File: config.mk
export PLATFORM = sky130hd
export DESIGN_NAME = acumulador_ventana_flat
export DESIGN_NICKNAME = d
export VERILOG_FILES = /design/src/rtl/acumulador_ventana_pkg.sv /design/src/rtl/acumulador_ventana_if.sv /design/src/rtl/acumulador_ventana_sumador.sv /design/src/rtl/acumulador_ventana.sv /design/src/flat_wrapper.sv
export SDC_FILE = /design/constraint.sdc
export NUM_CORES = 1
export LEC_CHECK = 0
export CAP_MARGIN = 40
export CORE_MARGIN = 2
export CORE_UTILIZATION = 58
export CTS_BUF_LIST = sky130_fd_sc_hd__clkbuf_4 sky130_fd_sc_hd__clkbuf_8
export DETAILED_ROUTE_END_ITERATION = 12
export PLACE_DENSITY = 0.86
export SLEW_MARGIN = 0
export SYNTH_ARGS = -nofsm -noshare
export SYNTH_HDL_FRONTEND = slang
export SYNTH_SLANG_ARGS = --single-unit
File: constraint.sdc
create_clock -name clk -period 3.4 [get_ports clk]
set_input_delay 0.68 -clock clk [delete_from_list [all_inputs] [get_ports clk]]
set_output_delay 0.68 -clock clk [all_outputs]
set_load 0.01 [all_outputs]
File: src/rtl/acumulador_ventana_pkg.sv
// Shared definitions for the windowed accumulator: FSM state encodings and mode codes.
package acumulador_ventana_pkg;

    typedef enum logic [1:0] {
        StIdle = 2'd0,
        StAcc  = 2'd1,
        StOut  = 2'd2
    } state_e;

    localparam logic ModeWrap = 1'b0;
    localparam logic ModeSat  = 1'b1;

endpackage

File: src/rtl/acumulador_ventana_if.sv
// Sample-in / result-out stream bundle of the windowed accumulator.
interface acumulador_ventana_if #(
    parameter int unsigned DATA_W = 4,
    parameter int unsigned ACC_W  = 6
) ();

    logic              i_valid;
    logic [DATA_W-1:0] i_entrada;
    logic              o_ready;
    logic              o_valid;
    logic              i_ready;
    logic [ACC_W-1:0]  o_data;
    logic              o_overflow;

    // master: sample source plus result consumer; slave: the accumulator
    modport master (
        output i_valid, i_entrada, i_ready,
        input  o_ready, o_valid, o_data, o_overflow
    );

    modport slave (
        input  i_valid, i_entrada, i_ready,
        output o_ready, o_valid, o_data, o_overflow
    );

endinterface

File: src/rtl/acumulador_ventana_sumador.sv
// Combinational ACC_W adder with carry out and wrap/saturate result select.
module acumulador_ventana_sumador
    import acumulador_ventana_pkg::*;
#(
    parameter int unsigned DATA_W = 4,
    parameter int unsigned ACC_W  = 6
) (
    input  logic [ACC_W-1:0]  sum,
    input  logic [DATA_W-1:0] sample,
    input  logic              sat,
    output logic [ACC_W-1:0]  result,
    output logic              carry
);

    logic [ACC_W:0] total;

    always_comb begin
        total = {1'b0, sum} + {{(ACC_W + 1 - DATA_W){1'b0}}, sample};
        carry = total[ACC_W];
        if (carry && (sat == ModeSat)) begin
            result = '1;
        end else begin
            result = total[ACC_W-1:0];
        end
    end

endmodule

File: src/rtl/acumulador_ventana.sv
// Windowed accumulator: sums i_len stream samples, then holds the sum until the consumer takes it.
module acumulador_ventana
    import acumulador_ventana_pkg::*;
#(
    parameter int unsigned DATA_W = 4,
    parameter int unsigned ACC_W  = 6,
    parameter int unsigned LEN_W  = 4
) (
    input  logic             clk,
    input  logic             i_rst_n,
    input  logic             i_clear,
    input  logic             i_start,
    input  logic [LEN_W-1:0] i_len,
    input  logic             i_sat,
    acumulador_ventana_if.slave bus,
    output logic             o_busy
);

    state_e           state_q;
    logic [ACC_W-1:0] sum_q;
    logic [LEN_W-1:0] count_q;
    logic [LEN_W-1:0] len_q;
    logic             sat_q;
    logic             ovf_q;

    logic [ACC_W-1:0] add_res;
    logic             add_carry;
    logic [LEN_W-1:0] count_nxt;
    logic             accept;

    acumulador_ventana_sumador #(
        .DATA_W (DATA_W),
        .ACC_W  (ACC_W)
    ) u_sumador (
        .sum    (sum_q),
        .sample (bus.i_entrada),
        .sat    (sat_q),
        .result (add_res),
        .carry  (add_carry)
    );

    always_comb begin
        count_nxt = count_q + LEN_W'(1);
        accept    = bus.i_valid && bus.o_ready;
    end

    assign bus.o_overflow = ovf_q;

    always_ff @(posedge clk or negedge i_rst_n) begin
        if (!i_rst_n) begin
            state_q     <= StIdle;
            sum_q       <= '0;
            count_q     <= '0;
            len_q       <= '0;
            sat_q       <= ModeWrap;
            ovf_q       <= 1'b0;
            bus.o_ready <= 1'b0;
            bus.o_valid <= 1'b0;
            bus.o_data  <= '0;
            o_busy      <= 1'b0;
        end else if (i_clear) begin
            state_q     <= StIdle;
            sum_q       <= '0;
            count_q     <= '0;
            len_q       <= '0;
            sat_q       <= ModeWrap;
            ovf_q       <= 1'b0;
            bus.o_ready <= 1'b0;
            bus.o_valid <= 1'b0;
            bus.o_data  <= '0;
            o_busy      <= 1'b0;
        end else begin
            unique case (state_q)
                StIdle: begin
                    if (i_start && (i_len != '0)) begin
                        len_q       <= i_len;
                        sat_q       <= i_sat;
                        sum_q       <= '0;
                        count_q     <= '0;
                        ovf_q       <= 1'b0;
                        bus.o_ready <= 1'b1;
                        o_busy      <= 1'b1;
                        state_q     <= StAcc;
                    end
                end
                StAcc: begin
                    if (accept) begin
                        sum_q   <= add_res;
                        ovf_q   <= ovf_q | add_carry;
                        count_q <= count_nxt;
                        // Last sample: result and flag are presented from the next cycle on
                        if (count_nxt == len_q) begin
                            state_q     <= StOut;
                            bus.o_ready <= 1'b0;
                            bus.o_valid <= 1'b1;
                            bus.o_data  <= add_res;
                        end
                    end
                end
                StOut: begin
                    if (bus.i_ready && bus.o_valid) begin
                        state_q     <= StIdle;
                        bus.o_valid <= 1'b0;
                        bus.o_data  <= '0;
                        o_busy      <= 1'b0;
                    end
                end
                default: begin
                    state_q     <= StIdle;
                    bus.o_ready <= 1'b0;
                    bus.o_valid <= 1'b0;
                    bus.o_data  <= '0;
                    o_busy      <= 1'b0;
                end
            endcase
        end
    end

endmodule

File: src/flat_wrapper.sv
// flat-port wrapper written by rule: the top's interface ports become plain ports
module acumulador_ventana_flat import acumulador_ventana_pkg::*;
#(
    parameter int unsigned DATA_W = 4,
    parameter int unsigned ACC_W  = 6,
    parameter int unsigned LEN_W  = 4
)
  (clk, i_rst_n, i_clear, i_start, i_len, i_sat, o_busy, bus_i_valid, bus_i_entrada, bus_i_ready, bus_o_ready, bus_o_valid, bus_o_data, bus_o_overflow);
  acumulador_ventana_if #(.DATA_W(DATA_W), .ACC_W(ACC_W)) bus_i ();
  input  logic clk;
  input  logic i_rst_n;
  input  logic i_clear;
  input  logic i_start;
  input  logic [LEN_W-1:0] i_len;
  input  logic i_sat;
  output logic o_busy;
  input wire logic [$bits(bus_i.i_valid)-1:0] bus_i_valid;
  input wire logic [$bits(bus_i.i_entrada)-1:0] bus_i_entrada;
  input wire logic [$bits(bus_i.i_ready)-1:0] bus_i_ready;
  output wire logic [$bits(bus_i.o_ready)-1:0] bus_o_ready;
  output wire logic [$bits(bus_i.o_valid)-1:0] bus_o_valid;
  output wire logic [$bits(bus_i.o_data)-1:0] bus_o_data;
  output wire logic [$bits(bus_i.o_overflow)-1:0] bus_o_overflow;
  assign bus_i.i_valid = bus_i_valid;
  assign bus_i.i_entrada = bus_i_entrada;
  assign bus_i.i_ready = bus_i_ready;
  assign bus_o_ready = bus_i.o_ready;
  assign bus_o_valid = bus_i.o_valid;
  assign bus_o_data = bus_i.o_data;
  assign bus_o_overflow = bus_i.o_overflow;
  acumulador_ventana #(.DATA_W(DATA_W), .ACC_W(ACC_W), .LEN_W(LEN_W)) u_core (.clk(clk), .i_rst_n(i_rst_n), .i_clear(i_clear), .i_start(i_start), .i_len(i_len), .i_sat(i_sat), .bus(bus_i), .o_busy(o_busy));
endmodule
==> results of run 1 <==
-- metal layers --
layer	share of wire (%)	wire, um
met4	0.32	10
met1	44	1391
met5	0	0
met3	3.8	121
met2	52	1638
-- power breakdown --
part	switching, mW	internal [mW]
clock	0.0930	0.0440
combinational	0.0608	0.0570
sequential	0.0159	0.334
total	0.170	0.435
-- worst max-delay path by stage --
stage / cells after the start / start / slack (ns) / to
finish: 9 / bus_i_entrada[0] / 0.83 / u_core.sum_q[0]
global route: 9 / bus_i_entrada[0] / 0.74 / u_core.sum_q[0]
CTS: 9 / bus_i_entrada[0] / 0.83 / u_core.sum_q[0]
detailed placement: 9 / bus_i_entrada[0] / 0.47 / u_core.sum_q[0]
global placement: 9 / bus_i_entrada[0] / 0.54 / u_core.sum_q[0]
floorplan: 7 / bus_i_entrada[0] / 0.90 / u_core.sum_q[0]
-- critical path, cell delays in order --
cell and delay (ns):
clkdlybuf4s50_1 0.41, ha_1 0.25, fa_1 0.41, a21o_1 0.19, a21oi_1 0.13, buf_4 0.15
nor2_1 0.07, or2_2 0.29, a22o_1 0.23
-- cell type report --
| class | instances | area [um2] |
|---|---|---|
| well taps | 30 | 37.54 |
| flip-flops and latches | 27 | 675.6 |
| repair buffers | 26 | 255.2 |
| multi-input cells | 111 | 753.2 |
| inverters | 3 | 11.26 |
| clock buffers | 3 | 22.52 |
| fillers | 182 | 671.9 |
| clock inverters | 1 | 5.005 |
-- per-stage QoR --
step | hold WS [ns] | utilization (%)
after CTS | 0.5119 | 72.38
after global placement | 0.4740 | 71.24
after floorplan | 0.3844 | -
final | 0.5062 | 72.38
after detailed placement | 0.4750 | 71.24
after global routing | 0.5441 | 72.38
-- state kept, by name, indices dropped and copies added (netlist names) --
register               count
u_core.o_busy              1
u_core.bus.o_data          6
u_core.state_q             2
u_core.bus.o_valid         1
u_core.count_q             4
u_core.len_q               4
u_core.sat_q               1
u_core.bus.o_ready         1
u_core.bus.o_overflow      1
u_core.sum_q               6
-- kinds of logic after synthesis --
logic type,count (synthesis)
flops,27
mux,7
fa+ha+maj,6
compound gates,44
buf+inv,6
simple gates,47
xor+xnor,7
-- cells in the final DEF, fill, tap and decap left out, types with 2 or more instances in the layout --
| cell | n |
|---|---|
| mux2_2 | 2 |
| nand2_1 | 14 |
| a21o_1 | 3 |
| a22o_1 | 4 |
| buf_4 | 2 |
| xor2_1 | 5 |
| o21bai_1 | 2 |
| dfrtp_1 | 27 |
| a21oi_1 | 6 |
| o2bb2ai_1 | 3 |
| mux2i_1 | 5 |
| o21ai_0 | 12 |
| xnor2_1 | 2 |
| or3_1 | 2 |
| clkbuf_4 | 3 |
| nor3_1 | 3 |
| o21a_1 | 2 |
| a211oi_1 | 3 |
| clkdlybuf4s50_1 | 24 |
| o211ai_1 | 2 |
| nor2_1 | 13 |
| nand3_1 | 4 |
| inv_1 | 3 |
| ha_1 | 5 |
==> key figures, run 1 <==
Synthesis
  – Post-Syn Area: 0.001454 mm2
  – Synth area leader: dfrtp_1
  – Async SR Flop Fraction: 100.0%
  – Post-synth cell types: 42
  – Syn avg cell area: 10.10 um2
  – EDFF count, synth: 0
  – Synthesized net count: 165
  – Synth top area share: 46.47%
  – Seq/Total Area, Yosys: 46.47%
  – Top post-synthesis cells by area: dfrtp_1 46%, ha_1 4.3%, o21ai_0 4.1%
  – Yosys warning total: 0
  – Mux contribution to synthesized area: 4.991%
  – Most numerous cell in the Yosys netlist: dfrtp_1
  – Synth Instances: 144
  – Simple-gate share of the synthesized area: 16.01%
  – Post-Synth XOR/XNOR Area: 4.217%
  – Synth Flop Type: dfrtp_1
  – Post-Synth Adder-Cell Area: 5.680%
  – Largest family of logic cells by synthesized area: compound AO/OA/AOI/OAI gates
  – Post-synth top cells: 27 x dfrtp_1, 14 x nand2_1, 13 x nor2_1, 12 x o21ai_0, 6 x a21oi_1
  – Synthesized flop and latch total: 27
  – Compound-Gate Fraction of Synth Area: 20.91%

Worst setup path
  – Critical Path RT: 3.64 ns
  – Reg-to-Reg End: u_core.sum_q[0]
  – Worst EP arrival: 2.81 ns
  – FF-to-FF setup slack: 1.19 ns
  – Worst reg-to-reg path cell count: 8
  – Worst setup path class: input port to flip-flop
  – Worst-path fanout max: 6
  – Worst Setup End Kind: flip-flop
  – CP startpoint kind: input port
  – Reg2reg start: u_core.sum_q[0]

Routing
  – Starting DRT DRC Count: 24
  – Detailed Routing Iterations Pass 1: 4
  – Drt drc: 0
  – ANT nets after route: 0
  – WL/cell: 15.73 um
  – Vias after detailed routing: 1,217
  – Post-detailed-routing wire length: 3162 um
  – Via density: 6.055

STA
  – Fmax: 388.7 MHz
  – Final hold vios: 0
  – Final setup TNS: 0 ns
  – Final setup margin: 0.8270 ns
  – Post-route clock period utilization: 75.68%
  – Worst Max-Slew Pin Slew: 0.6246 ns
  – Normalized max-slew margin: 57.98%
  – Worst Skew: 0.01471 ns
  – Tmin final: 2.573 ns
  – Max-slew violation count: 0
  – Unrepaired setup endpoints after global routing: false
  – Final setup vio count: 0

Worst hold path
  – Hold Crit Endpoint: u_core.bus.o_data[1]
  – Hold Crit Class: flip-flop to flip-flop
  – Hold Crit Depth: 1
  – HP Start: u_core.bus.o_data[1]

Clock network
  – Total CTS buffers: 3
  – CTS sink count: 27
  – CTS root buffer: clkbuf_4
  – Clock Tree Buf Depth: 2
  – H-tree Lvls: 1
  – PostCTS Resize Cnt: 0
  – Setup Fix Bufs, Post-CTS: 0
  – Hold buffers post-CTS: 0
  – CTS tree: done
  – Clk slew on worst S/H paths: 0.15 ns
  – Clk_lat worst skew: 0.32 ns

Placement
  – DP Worst Slack: 0.4733 ns
  – Final HPWL DP: 2450 um
  – RePlAce Congestion: 0.8698
  – Placed Area: 0.001733 mm2
  – Port Buffers: 24
  – Inst Count DP: 197

Floorplan
  – Initial Util: 59.77%
  – Die Ht: 54.07 um
  – Num rows: 18
  – Core ar.: 0.002432 mm2
  – Full die area: 0.002923 mm2
  – Number of top-level pins: 25
  – DIE WIDTH: 54.07 um

Cells and area
  – Post-Layout Inst Area: 0.001760 mm2
  – Antenna cells: 0
  – Share of layout cells above drive strength 1: 6.433%
  – Post-Layout Cell Count: 201
  – Layout net count: 193
  – Area delta synth->final: 21.08%

GRT
  – Met3 GRT Util: 4.167%
  – Global-route track usage on met1: 30.67%
  – Vias in the first global route: 1,159
  – GR Overflow Total: 0
  – Gr busiest metal: met2
  – Tot GR Track Use: 24.30%
  – First-pass GRT wire length: 5057 um
  – Grt met2 use: 41.87%
  – Antenna violations before repair: 0
  – Largest net degree at the start of global routing: 28

Flow run
  – Max-cap violation count: 0

Status
  – Outcome: finished, final reports clean

Power and ir drop
  – Max VDD drop: 0.2933 mV
  – Cell Pwr Density: 343.4 mW/mm2
  – Static Leak: 0.7809 nW
  – Power, Total: 0.6046 mW
No activity file was read; power rests on OpenSTA's default activity.
==> run 2, diff against run 1 <==
--- a/config.mk
+++ b/config.mk
@@ -7,10 +7,10 @@
 export LEC_CHECK = 0
 export CAP_MARGIN = 40
 export CORE_MARGIN = 2
-export CORE_UTILIZATION = 58
+export CORE_UTILIZATION = 49
 export CTS_BUF_LIST = sky130_fd_sc_hd__clkbuf_4 sky130_fd_sc_hd__clkbuf_8
 export DETAILED_ROUTE_END_ITERATION = 12
-export PLACE_DENSITY = 0.86
+export PLACE_DENSITY = 0.78
 export SLEW_MARGIN = 0
 export SYNTH_ARGS = -nofsm -noshare
 export SYNTH_HDL_FRONTEND = slang
==> constraint.sdc (replaced) <==
create_clock -name clk -period 2.2 [get_ports clk]
set_input_delay 0.44 -clock clk [delete_from_list [all_inputs] [get_ports clk]]
set_output_delay 0.44 -clock clk [all_outputs]
set_load 0.01 [all_outputs]
==> key figures, run 2 (same netlist as run 1, synthesis figures left out) <==
Cells and area
  – Layout Utilization: 67.16%
  – Top Registers: u_core.bus.o_data x6, u_core.sum_q x6
  – Commonest cells after routing, fill and taps aside: 27 x dfrtp_1, 24 x clkdlybuf4s50_1, 14 x nand2_1, 14 x buf_4, 13 x nor2_1
  – Post-Layout Cell Count: 214
  – Share of layout cells above drive strength 1: 15.30%
  – Commonest non-fill, non-tap cell in the layout: dfrtp_1
  – Antenna cells: 0
  – # fillers: 219
  – Post-Layout Inst Area: 0.001868 mm2
  – Layout net count: 205
  – Area delta synth->final: 28.49%

Clock network
  – CTS root buffer: clkbuf_4
  – Hold buffers post-CTS: 0
  – Clk_lat worst skew: 0.33 ns
  – CTS sink count: 27
  – H-tree Lvls: 1
  – Clk slew on worst S/H paths: 0.15 ns
  – CTS tree: done
  – Clock Tree Buf Depth: 2
  – Setup Fix Bufs, Post-CTS: 0
  – Total CTS buffers: 3

Worst setup path
  – Critical Path RT: 2.43 ns
  – CP max stage cell: clkdlybuf4s50_1
  – Worst path cell trace: clkdlybuf4s50_1 > ha_2 > fa_2 > a21o_1 > a21oi_2 > buf_4 > nor2b_2 > a211oi_2 > mux2_2
  – Worst-path fanout max: 5
  – Worst EP arrival: 2.38 ns
  – FF-to-FF setup slack: 0.15 ns
  – Worst Setup End Kind: flip-flop
  – Worst setup path class: input port to flip-flop
  – CP startpoint kind: input port
  – Largest stage delay, worst path: 0.41 ns

Placement
  – RePlAce Congestion: 0.8853
  – Inst Count DP: 210
  – Port Buffers: 24
  – Placed Area: 0.001828 mm2
  – Final HPWL DP: 2597 um

Power and ir drop
  – Power, Total: 0.9593 mW
  – Cell Pwr Density: 513.5 mW/mm2
  – Max VDD drop: 0.3721 mV
  – Static Leak: 0.8418 nW

Floorplan
  – Initial Util: 52.27%
  – DIE WIDTH: 58.47 um
  – Die Ht: 58.47 um
  – Full die area: 0.003419 mm2
  – Number of top-level pins: 25
  – Num rows: 19
  – Core ar.: 0.002781 mm2

STA
  – Worst Skew: 0.01007 ns
  – Unrepaired setup endpoints after global routing: false
  – Post-route clock period utilization: 97.84%
  – Tmin final: 2.153 ns
  – Final hold vios: 0
  – Final setup TNS: 0 ns
  – Normalized max-slew margin: 72.61%
  – Final setup vio count: 0
  – Max-slew violation count: 0
  – Fmax: 464.6 MHz
  – Worst Max-Slew Pin Slew: 0.4071 ns

Routing
  – Vias after detailed routing: 1,249
  – Top Layer Used: met4
  – Starting DRT DRC Count: 54
  – Met2 wire len: 1658 um
  – Post-Route M1 WL: 1409 um
  – Met3 WL post-DR: 117 um
  – Detailed Routing Iterations Pass 1: 4
  – WL/cell: 15.39 um
  – Drt drc: 0
  – ANT nets after route: 0
  – Via density: 5.836
  – Post-detailed-routing wire length: 3294 um

GRT
  – First-pass GRT wire length: 5595 um
  – Vias in the first global route: 1,321
  – Largest net degree at the start of global routing: 28
  – Tot GR Track Use: 21.46%
  – Antenna violations before repair: 0
  – GR Overflow Total: 0

Worst hold path
  – Hold Crit Class: input port to asynchronous set/reset pin

Status
  – Outcome: finished, final reports clean

Flow run
  – Max-cap violation count: 0
## run 2: what timing repair did
item	in CTS	in global routing
endpoints found under the setup margin	2	2
resized for setup	3	1
gates cloned	0	0
## run 2: where the power goes
group / leakage, nW / internal [mW] / switching (mW) / total, mW
Sequential: 0.370 / 0.516 / 0.0232 / 0.539
Combinational: 0.454 / 0.105 / 0.0997 / 0.204
Clock: 0.0177 / 0.0684 / 0.147 / 0.216
Total: 0.842 / 0.689 / 0.270 / 0.959
## run 2: metal layers
layer | GRT usage [%] | up-vias
met5 | 0 | -
met1 | 24.93 | 596
met3 | 3.297 | 11
met4 | 11.63 | 0
li1 | - | 613
met2 | 37.72 | 29
## run 2: cell type report
cell class	count	area, um2	area share (%)
clock inverter	1	5.005	0.2679
timing repair buffer	38	345.3	18.49
inverter	3	11.26	0.6028
tap	31	38.79	2.076
multi-input combinational	111	769.5	41.19
sequential	27	675.6	36.17
clock buffer	3	22.52	1.206
## run 2: final timing paths
kind | end | from | cells after the start
min in group clk | u_core.sum_q[3] | u_core.sum_q[3] | 2
worst max register to register | u_core.state_q[0] | u_core.count_q[0] | 6
worst min-delay path | u_core.len_q[2] | i_rst_n | 2
worst min register to register | u_core.sum_q[3] | u_core.sum_q[3] | 2
worst max-delay path | u_core.sum_q[4] | bus_i_entrada[0] | 9
max in group asynchronous | u_core.sum_q[4] | i_rst_n | 2
## run 2: through the flow
step | hold slack (ns) | setup WS [ns]
floorplan | 0.1444 | 0.03544
global placement | 0.4706 | -0.2928
detailed placement | 0.4784 | -0.4270
CTS | 0.4680 | 0.01689
global route | 0.4864 | 0.001571
finish | 0.4542 | 0.04749
## run 2: worst max-delay path: cells and delay by family
| family | cells | cell delay (ns) |
|---|---|---|
| compound gates | 3 | 0.40 |
| fa+ha+maj | 2 | 0.54 |
| buf+inv | 2 | 0.56 |
| mux | 1 | 0.28 |
| simple gates | 1 | 0.15 |
==> run 3, diff against run 2 <==
--- a/config.mk
+++ b/config.mk
@@ -7,10 +7,10 @@
 export LEC_CHECK = 0
 export CAP_MARGIN = 40
 export CORE_MARGIN = 2
-export CORE_UTILIZATION = 49
-export CTS_BUF_LIST = sky130_fd_sc_hd__clkbuf_4 sky130_fd_sc_hd__clkbuf_8
+export CORE_UTILIZATION = 47
 export DETAILED_ROUTE_END_ITERATION = 12
-export PLACE_DENSITY = 0.78
+export PLACE_DENSITY = 0.75
+export REMOVE_ABC_BUFFERS = 1
 export SLEW_MARGIN = 0
 export SYNTH_ARGS = -nofsm -noshare
 export SYNTH_HDL_FRONTEND = slang
==> key figures, run 3 (same netlist as run 1, synthesis figures left out) <==
Worst setup path
  – CP startpoint kind: input port
  – Worst Setup End Kind: flip-flop
  – Worst-path fanout max: 5
  – FF-to-FF setup slack: 0.18 ns
  – Worst setup path class: input port to flip-flop
  – Critical Path RT: 2.41 ns
  – Worst EP arrival: 2.36 ns

Floorplan
  – Initial Util: 48.42%
  – Core ar.: 0.003003 mm2
  – Number of top-level pins: 25
  – Die Ht: 59.62 um
  – Num rows: 20
  – DIE WIDTH: 59.62 um
  – Full die area: 0.003555 mm2

Power and ir drop
  – Power Internal: 0.6997 mW
  – Psw: 0.2748 mW
  – Cell Pwr Density: 508.1 mW/mm2
  – Power share of the clock group: 22.1%
  – Net Sw Frac: 28.20%
  – Comb pwr share: 22.6%
  – Share of power burned in registers: 55.4%
  – Max VDD drop: 0.3319 mV
  – Static Leak: 0.8733 nW

Placement
  – Port Buffers: 24
  – Inst Count DP: 215
  – Final HPWL DP: 2588 um
  – RePlAce Congestion: 0.8492

STA
  – Final setup TNS: 0 ns
  – Final hold vios: 0
  – Normalized max-slew margin: 69.31%
  – Tmin final: 2.146 ns
  – Worst Max-Slew Pin Slew: 0.4562 ns
  – Worst Skew: 0.01321 ns
  – Unrepaired setup endpoints after global routing: true
  – Final setup vio count: 0
  – Max-slew violation count: 0
  – Post-route clock period utilization: 97.54%
  – Fmax: 466.0 MHz

GRT
  – Largest net degree at the start of global routing: 28
  – Antenna violations before repair: 0
  – First-pass GRT wire length: 5568 um
  – Vias in the first global route: 1,271
  – GR Overflow Total: 0
  – Tot GR Track Use: 20.45%

Routing
  – Detailed Routing Iterations Pass 1: 4
  – WL/cell: 15.37 um
  – ANT nets after route: 0
  – Vias after detailed routing: 1,276
  – Via density: 5.774
  – Starting DRT DRC Count: 50
  – Post-detailed-routing wire length: 3396 um
  – Drt drc: 0

Cells and area
  – Share of layout cells above drive strength 1: 18.09%
  – Commonest non-fill, non-tap cell in the layout: dfrtp_1
  – Top Registers: u_core.bus.o_data x6, u_core.sum_q x6
  – Post-Layout Cell Count: 221
  – Area delta synth->final: 31.93%
  – # fillers: 256
  – Antenna cells: 0
  – Layout net count: 210
  – Commonest cells after routing, fill and taps aside: 27 x dfrtp_1, 24 x clkdlybuf4s50_1, 19 x buf_4

Status
  – Outcome: finished, final reports clean

Clock network
  – CTS tree: done
  – CTS root buffer: clkbuf_4
  – Clk_lat worst skew: 0.32 ns
  – Clock Tree Buf Depth: 2
  – H-tree Lvls: 1
  – Total CTS buffers: 3
  – Clk slew on worst S/H paths: 0.16 ns
  – CTS sink count: 27

Flow run
  – Max-cap violation count: 0

Worst hold path
  – Hold Crit Class: input port to asynchronous set/reset pin
run 3: stage by stage:
| step | instance area, um2 | total power, mW | utilization, % | hold WS (ns) | worst slack [ns] |
|---|---|---|---|---|---|
| 3_3_place_gp | 1849 | 0.7514 | 61.58 | 0.4736 | -0.3273 |
| 3_5_place_dp | 1849 | 0.7571 | 61.58 | 0.4799 | -0.4307 |
| 6_report | 1918 | 0.9745 | 63.88 | 0.4722 | 0.05409 |
| 4_1_cts | 1898 | 0.9722 | 63.21 | 0.4858 | 0.02304 |
| 2_1_floorplan | 1440 | 0.6464 | - | 0.1444 | -0.06161 |
| 5_1_grt | 1918 | 1.028 | 63.88 | 0.5021 | -0.001235 |
run 3: repair_timing:
item / 4_1_cts / 5_1_grt
cloned: 0 / 0
buffers inserted: 1 / 1
pin swaps: 0 / 2
endpoints found under the hold margin: 0 / 0
setup endpoints to repair: 5 / 6
hold buffers: 0 / 0
resized for setup: 4 / 3
run 3: metal layers:
layer  track usage [%]  part of all wire [%]
met5                 0                     0
met4             6.349                  0.47
met3             3.275                   3.4
met2             36.42                    52
met1             25.21                    44
run 3: power groups by stage:
stage / clock network (mW) / logic [mW] / registers [mW]
global route: 0.242 / 0.244 / 0.543
detailed placement: 0 / 0.209 / 0.548
finish: 0.215 / 0.220 / 0.540
floorplan: 0 / 0.101 / 0.546
global placement: 0 / 0.205 / 0.546
CTS: 0.217 / 0.216 / 0.539
run 3: worst max-delay path: stages:
cell             delay, ns
clkdlybuf4s50_1       0.41
ha_2                  0.20
fa_2                  0.35
a21o_1                0.20
a21oi_2               0.14
buf_4                 0.15
nor2b_4               0.14
a211oi_2              0.05
mux2_2                0.28
run 3: final timing paths:
kind,start,to,cells past startpoint
setup reg to reg,u_core.sum_q[0],u_core.sum_q[4],8
setup / recovery,bus_i_entrada[0],u_core.sum_q[4],9
hold reg to reg,u_core.sum_q[3],u_core.sum_q[3],2
hold / removal,i_rst_n,u_core.len_q[1],2
min in group clk,u_core.sum_q[3],u_core.sum_q[3],2
max in group asynchronous,i_rst_n,u_core.bus.o_data[5],2
run 3: final cells by class:
type	count	area (um2)	share of cell area, %
Sequential cell	27	675.6	35.23
Multi-Input combinational cell	111	779.5	40.64
Tap cell	33	41.29	2.153
Clock inverter	1	5.005	0.2609
Clock buffer	3	22.52	1.174
Inverter	3	11.26	0.5871
Timing Repair Buffer	43	382.9	19.96
